File: src/rtl/main_mem_arbiter.sv
// Arbitrates icache refills and dcache refills/writebacks onto one main-memory port.
// One transaction in flight at a time; icache refills can be squashed by a frontend flush.
`ifndef ADDR_WIDTH
`define ADDR_WIDTH 32
`endif
`ifndef ICACHE_DATA_BLOCK_SIZE
`define ICACHE_DATA_BLOCK_SIZE 64
`endif

// state  | meaning
// IDLE   | no transaction; ready offered to the arbitration winner
// REQ    | mem_req_valid high, waiting for mem_req_ready
// WAIT   | request accepted, waiting for mem_resp_valid
// RESP   | one-cycle response pulse to the owner
module main_mem_arbiter #(
  parameter int ADDR_WIDTH = `ADDR_WIDTH,
  parameter int BLOCK_SIZE = `ICACHE_DATA_BLOCK_SIZE
) (
  input  logic                  clk,
  input  logic                  rst_aL,
  input  logic                  ic_req_valid,
  input  logic [ADDR_WIDTH-1:0] ic_req_addr,
  output logic                  ic_req_ready,
  input  logic                  ic_flush,
  input  logic                  dc_req_valid,
  input  logic [ADDR_WIDTH-1:0] dc_req_addr,
  input  logic                  dc_req_is_st,
  input  logic [BLOCK_SIZE-1:0] dc_req_wdata,
  output logic                  dc_req_ready,
  output logic                  mem_req_valid,
  input  logic                  mem_req_ready,
  output logic [ADDR_WIDTH-1:0] mem_req_addr,
  output logic                  mem_req_we,
  output logic [BLOCK_SIZE-1:0] mem_req_wdata,
  input  logic                  mem_resp_valid,
  input  logic [BLOCK_SIZE-1:0] mem_resp_data,
  output logic                  ic_resp_valid,
  output logic [ADDR_WIDTH-1:0] ic_resp_addr,
  output logic [BLOCK_SIZE-1:0] ic_resp_data,
  output logic                  dc_resp_valid,
  output logic [BLOCK_SIZE-1:0] dc_resp_data,
  output logic                  busy
);

  localparam int OFFSET = $clog2(BLOCK_SIZE / 8);
  localparam logic [ADDR_WIDTH-1:0] ADDR_MASK = {ADDR_WIDTH{1'b1}} << OFFSET;
  localparam logic OWN_IC = 1'b0;
  localparam logic OWN_DC = 1'b1;

  typedef enum logic [1:0] {S_IDLE, S_REQ, S_WAIT, S_RESP} state_t;

  state_t                state_q, state_d;
  logic                  owner_q, owner_d;
  logic                  last_grant_q, last_grant_d;
  logic                  squash_q, squash_d;
  logic [ADDR_WIDTH-1:0] addr_q, addr_d;
  logic                  we_q, we_d;
  logic [BLOCK_SIZE-1:0] wdata_q, wdata_d;
  logic [BLOCK_SIZE-1:0] rdata_q, rdata_d;
  logic                  mem_req_valid_q, mem_req_valid_d;
  logic                  busy_q, busy_d;
  logic                  ic_resp_valid_q, ic_resp_valid_d;
  logic                  dc_resp_valid_q, dc_resp_valid_d;
  logic                  ic_cand, grant_ic, grant_dc, squash_now;

  // A flushing frontend cannot start a new refill, so the icache is not a candidate that cycle.
  always_comb begin
    ic_cand  = ic_req_valid & ~ic_flush;
    grant_ic = 1'b0;
    grant_dc = 1'b0;
    if (state_q == S_IDLE) begin
      if (ic_cand && dc_req_valid) begin
        grant_ic = (last_grant_q == OWN_DC);
        grant_dc = (last_grant_q == OWN_IC);
      end else begin
        grant_ic = ic_cand;
        grant_dc = dc_req_valid;
      end
    end
  end

  assign ic_req_ready = grant_ic;
  assign dc_req_ready = grant_dc;

  always_comb begin
    state_d         = state_q;
    owner_d         = owner_q;
    last_grant_d    = last_grant_q;
    squash_d        = squash_q;
    addr_d          = addr_q;
    we_d            = we_q;
    wdata_d         = wdata_q;
    rdata_d         = rdata_q;
    ic_resp_valid_d = 1'b0;
    dc_resp_valid_d = 1'b0;
    squash_now      = squash_q | (ic_flush & (owner_q == OWN_IC));

    case (state_q)
      S_IDLE: begin
        if (grant_ic) begin
          owner_d      = OWN_IC;
          last_grant_d = OWN_IC;
          addr_d       = ic_req_addr & ADDR_MASK;
          we_d         = 1'b0;
          wdata_d      = '0;
          squash_d     = 1'b0;
          state_d      = S_REQ;
        end else if (grant_dc) begin
          owner_d      = OWN_DC;
          last_grant_d = OWN_DC;
          addr_d       = dc_req_addr & ADDR_MASK;
          we_d         = dc_req_is_st;
          wdata_d      = dc_req_wdata;
          squash_d     = 1'b0;
          state_d      = S_REQ;
        end
      end
      S_REQ: begin
        squash_d = squash_now;
        if (mem_req_ready) state_d = S_WAIT;
      end
      S_WAIT: begin
        squash_d = squash_now;
        if (mem_resp_valid) begin
          rdata_d         = mem_resp_data;
          ic_resp_valid_d = (owner_q == OWN_IC) & ~squash_now;
          dc_resp_valid_d = (owner_q == OWN_DC);
          state_d         = S_RESP;
        end
      end
      S_RESP: begin
        squash_d = 1'b0;
        state_d  = S_IDLE;
      end
      default: state_d = S_IDLE;
    endcase

    mem_req_valid_d = (state_d == S_REQ);
    busy_d          = (state_d != S_IDLE);
  end

  always_ff @(posedge clk or negedge rst_aL) begin
    if (!rst_aL) begin
      state_q         <= S_IDLE;
      owner_q         <= OWN_IC;
      last_grant_q    <= OWN_DC;
      squash_q        <= 1'b0;
      addr_q          <= '0;
      we_q            <= 1'b0;
      wdata_q         <= '0;
      rdata_q         <= '0;
      mem_req_valid_q <= 1'b0;
      busy_q          <= 1'b0;
      ic_resp_valid_q <= 1'b0;
      dc_resp_valid_q <= 1'b0;
    end else begin
      state_q         <= state_d;
      owner_q         <= owner_d;
      last_grant_q    <= last_grant_d;
      squash_q        <= squash_d;
      addr_q          <= addr_d;
      we_q            <= we_d;
      wdata_q         <= wdata_d;
      rdata_q         <= rdata_d;
      mem_req_valid_q <= mem_req_valid_d;
      busy_q          <= busy_d;
      ic_resp_valid_q <= ic_resp_valid_d;
      dc_resp_valid_q <= dc_resp_valid_d;
    end
  end

  assign mem_req_valid = mem_req_valid_q;
  assign mem_req_addr  = addr_q;
  assign mem_req_we    = we_q;
  assign mem_req_wdata = wdata_q;
  assign ic_resp_valid = ic_resp_valid_q;
  assign ic_resp_addr  = addr_q;
  assign ic_resp_data  = rdata_q;
  assign dc_resp_valid = dc_resp_valid_q;
  assign dc_resp_data  = rdata_q;
  assign busy          = busy_q;

endmodule

File: config.mk
export PLATFORM = sky130hd
export DESIGN_NAME = main_mem_arbiter
export DESIGN_NICKNAME = d
export VERILOG_FILES = /design/src/rtl/main_mem_arbiter.sv
export SDC_FILE = /design/constraint.sdc
export NUM_CORES = 1
export LEC_CHECK = 0
export CORE_AREA = 2 2 180 182
export CTS_CLUSTER_SIZE = 24
export DETAILED_ROUTE_END_ITERATION = 16
export DIE_AREA = 0 0 182 184
export GPL_TIMING_DRIVEN = 1
export PLACE_DENSITY = 0.59
export REMOVE_ABC_BUFFERS = 1
export SYNTH_ARGS = -nofsm -noshare
export SYNTH_HDL_FRONTEND = slang
export SYNTH_SLANG_ARGS = --single-unit
File: constraint.sdc
create_clock -name clk -period 3 [get_ports clk]
set_input_delay 0.9 -clock clk [delete_from_list [all_inputs] [get_ports clk]]
set_output_delay 0.9 -clock clk [all_outputs]
set_load 0.01 [all_outputs]
* Yosys cells after proc, flatten, opt, wreduce, memory -nomap -nowiden *
Index checks and enable logic that the tools add are counted.

word-level totals
  register bits = 170
  bits in latches = 0
  memory bits (writable) = 0
  bits in read-only memories = 0
  output and inout port bits = 263
  memories kept = 0

cells by class
  add/subtract/negate cells = 0
  multipliers = 0
  div/mod/pow operators = 0
  magnitude comparators = 0
  equality and inequality tests = 5
  shift operators = 0
  mux-type cells = 24
  bitwise logic cells = 8
  reduce and logical (&&, ||, !) cells = 7

operators by type and width
  operator                                        count
  two-way mux 64 bit                              2
  two-way mux 32 bit                              2
  two-way mux 1 bit                               14
  two-way mux 2 bit                               4
  one-hot mux 2 bit (4 select lines)              1
  == test 2 x 1 -> 1 bit (second input constant)  2
  == test 2 bit (second input constant)           2
  inverter 1 bit                                  4
  AND reduction 2 bit                             2
  nonzero test 2 bit                              2
  AND 1 bit                                       3
  != test 3 bit (second input constant)           1
  one-hot mux 1 bit (3 select lines)              1
  logical NOT 2 bit                               1
  OR reduction 2 bit                              1
  logical AND 1 bit                               1
  bitwise OR 1 bit                                1

* Longest topological paths before layout *
  depth in word-level cells = 9
  mapped depth = 7
  mapped depth without buffers = 6

* Worst setup path before layout *
Ideal clock, no wire load.

  path kind = in2out
  start point = input port ic_req_valid
  end point = output port ic_req_ready
  arrival = 1.460 ns
  slack = 0.640 ns
  stages on the path = 4
  path buffers = 1
  path through = nor2b_4 -> nand3_1 -> inv_2 -> buf_2

on the way
  word-level cells in the longest chain between the ends = 4

ends and longest elaborated chain
  what                 line  text
  start, declared      21    input logic ic_req_valid,
  AND 1 bit *          68    ic_cand = ic_req_valid & ~ic_flush;
  logical AND 1 bit    72    if (ic_cand && dc_req_valid) begin
  two-way mux 1 bit *  72
  two-way mux 1 bit *  71    if (state_q == S_IDLE) begin
  end, declared        23    output logic ic_req_ready,

Mark *: on every way between the ends. The rest lies on a longest branch, timed or not.

* Final worst setup path *
  start point = input port dc_req_valid
  end point = output port dc_req_ready

on the way
  word-level cells in the longest chain between the ends = 3

ends and longest elaborated chain
  what                 line  text
  start, declared      25    input logic dc_req_valid,
  logical AND 1 bit    72
  two-way mux 1 bit *  72
  two-way mux 1 bit *  71
  end, declared        29    output logic dc_req_ready,

Marks and branches as above.

==> flow_summary.toml <==
[synthesis]
synth_top_area_frac = 0.581
netlist_area_sq_mm = 0.00715
yosysWarnings = 0
synth_compound_gate_area_share = 0.133
synth_fa_ha_area_frac = 0.00525
yosys.area_share.simple = 0.0432
yosysUniqueCellTypes = 31
ys_top_cells_by_area = "dfrtp_1 58%, buf_4 12%, mux2_2 10%"
synth-seq-cells = 167
synthCells = 578
synth_top_family_by_area = "buffers and inverters"
synth_edf_count = 0
synth_area_per_cell_sq_um = 12.4
yosysTopAreaCell = "dfrtp_1"
async_flop_share = 1.00
muxShareOfSynthArea = 0.101
synth-xor-area-share = 0
seq_area_frac_synth = 0.585
synthFlopType = "dfrtp_1"

[detailed_routing]
drt-pass1-iter-count = 4
detail_route.vias_per_cell = 4.22
num_vias = 5722
ant_nets = 0
avgRoutedWirePerCell_microns = 17.8
drt_wl_total_microns = 24100
drc = 0
drtIter0Drc = 208

[clocking]
post-cts-setup-buffer-count = 0
cts_made_buffers = 17
cts_tree = "built"
cts_root_buf = "clkbuf_16"
ctsHoldBuffers = 0
cts_buffer_depth = 2
insertion_delay_ns = 0.43
cts_max_level = 4
clk_pin_slew_worst_paths_ns = 0.07
cts_sinks = 167

[worst_setup_path]
cpMaxStageDelayCell = "clkdlybuf4s50_1"
max_stage_delay_ns = 0.51
path_class = "in2out"
cp-end-kind = "output port"
cp_max_fo = 3
cp_cell_sequence = "clkdlybuf4s50_1 > nand2_1 > a21oi_4 > dlygate4sd2_1"
cp.arrival_ns = 2.04
start_kind = "primary input"
required_ns = 2.10

[power]
power_density_mw_per_mm2 = 1060
power_mw = 12.8
leakage_nw = 5.12
ir_drop_v = 0.000374

[timing]
fmax_ghz = 0.341
period_share = 0.978
hold_viol = 0
setup_viol = 0
skew_ns = 0.00863
fin_crit_ns = 2.94
worstMarginPinSlew_ns = 0.744
maxSlewViolCount = 0
rsz0062_at_grt = "false"
finalSetupTns_ns = 0
maxSlewHeadroom = 0.504

[global_routing]
grt_overflow = 0
grt_pass1_vias = 5929
antenna_found_initial = 2
use_met3 = 0.0464
grt_pass1_wl_microns = 35700
grtUsageMet1 = 0.161
grt-busiest-layer = "met2"
grt_usage = 0.140
grt_start_max_net_pins = 68
grt_use_met2 = 0.248

[final_layout]
finalNonFillerCells = 1356
layout_commonest_cell = "clkdlybuf4s50_1"
n_fill_cell = 3075
area_growth_pct = 68.8
final_cell_mix = "446 x clkdlybuf4s50_1, 166 x dfrtp_1, 65 x a22o_1"
fin_nets = 1143
multiInputGateArea_sq_mm = 0.00206
drive_gt1_frac = 0.132
register_area_sq_mm = 0.00418
final_core_util = 0.384

[die]
initial_core_util = 0.228
die-area_sq_mm = 0.0335
die_x_microns = 182
fp.dieH_microns = 184
pin_count = 463
core_sq_mm = 0.0314
rows = 65

[placed_design]
place_hpwl_microns = 18300
gp_congestion = 0.731
io_buffer_count = 450
placed_cells = 1323

[worst_hold_path]
hp-class = "in2async"

[flow_run]
cap_violations = 0

[run_status]
status = "completed"
==> cells in the mapped netlist (2+ instances only) <==
cell type,number
dfrtp_1,166
buf_4,110
a22o_1,65
mux2_2,64
a21oi_1,59
nand2_1,31
nor2_1,30
buf_2,19
a21o_1,3
clkbuf_1,3
ha_1,3
inv_1,3
and2_1,2
nor2b_1,2
nor3b_1,2
==> final cells by class <==
cell class                      instances  share of cell area
Antenna cell                            1            0.000207
Multi-Input combinational cell        280               0.171
Inverter                                4             0.00124
Timing Repair Buffer                  470               0.390
Sequential cell                       167               0.347
Clock inverter                         15              0.0138
Clock buffer                           17              0.0353
Tap cell                              402              0.0417
==> flip-flops by register name (all words and copies together) (netlist names) <==
register       cells
mem_req_valid      1
state_q            2
dc_resp_valid      1
last_grant_q       1
squash_q           1
dc_resp_data      64
mem_req_we         1
mem_req_wdata     64
ic_resp_addr      29
busy               1
ic_resp_valid      1
owner_q            1
==> metal layers <==
| metal | up-vias | routed length [microns] |
|---|---|---|
| met4 | 0 | 353 |
| met1 | 2771 | 9360 |
| met5 | - | 0 |
| met3 | 17 | 2070 |
| met2 | 305 | 12300 |
| li1 | 2629 | - |
==> per-stage QoR <==
stage	area [sq um]	hold slack (ns)	setup slack, ns
finish	12100	0.442	0.0649
floorplan	6230	0.409	-0.390
CTS	12100	0.447	0.00742
detailed placement	11500	0.438	-0.390
global placement	11500	0.431	-0.388
global route	12100	0.466	0.0120
==> path summary, 6_finish.rpt <==
kind,from,to,slack (ns),depth (start not counted)
hold / removal,rst_aL,mem_req_wdata[37],0.44,1
setup reg to reg,state_q[1],mem_req_wdata[19],0.86,6
setup / recovery,dc_req_valid,dc_req_ready,0.06,4
max in group asynchronous,rst_aL,last_grant_q,1.91,2
hold reg to reg,squash_q,ic_resp_valid,0.46,1
min in group clk,squash_q,ic_resp_valid,0.46,1
==> logic make-up (layout without fill, tap and decap cells) <==
| kind of cell | after synthesis | count (layout) |
|---|---|---|
| AOI/OAI and AO/OA | 135 | 135 |
| adders and majority gates | 3 | 3 |
| buffers and inverters | 136 | 506 |
| DFF | 167 | 167 |
| muxes | 64 | 64 |
| other | 1 | 7 |
| and+or+nand+nor | 72 | 72 |
==> repair_timing <==
action | 4_1_cts | 5_1_grt
endpoints found under the hold margin | 0 | 0
gates resized for setup | 6 | 2
setup endpoints to repair | 2 | 2
==> where the power goes <==
group          switching [mW]  internal (mW)
Combinational            2.50           3.89
Clock                    1.02           1.25
Sequential              0.848           3.31
Total                    4.36           8.45
==> critical path: cells and delay by family <==
family | cells | cell delay, ns
buf+inv | 2 | 0.81
compound gates | 1 | 0.21
simple gates | 1 | 0.10
(Power assumes the default switching activity.)
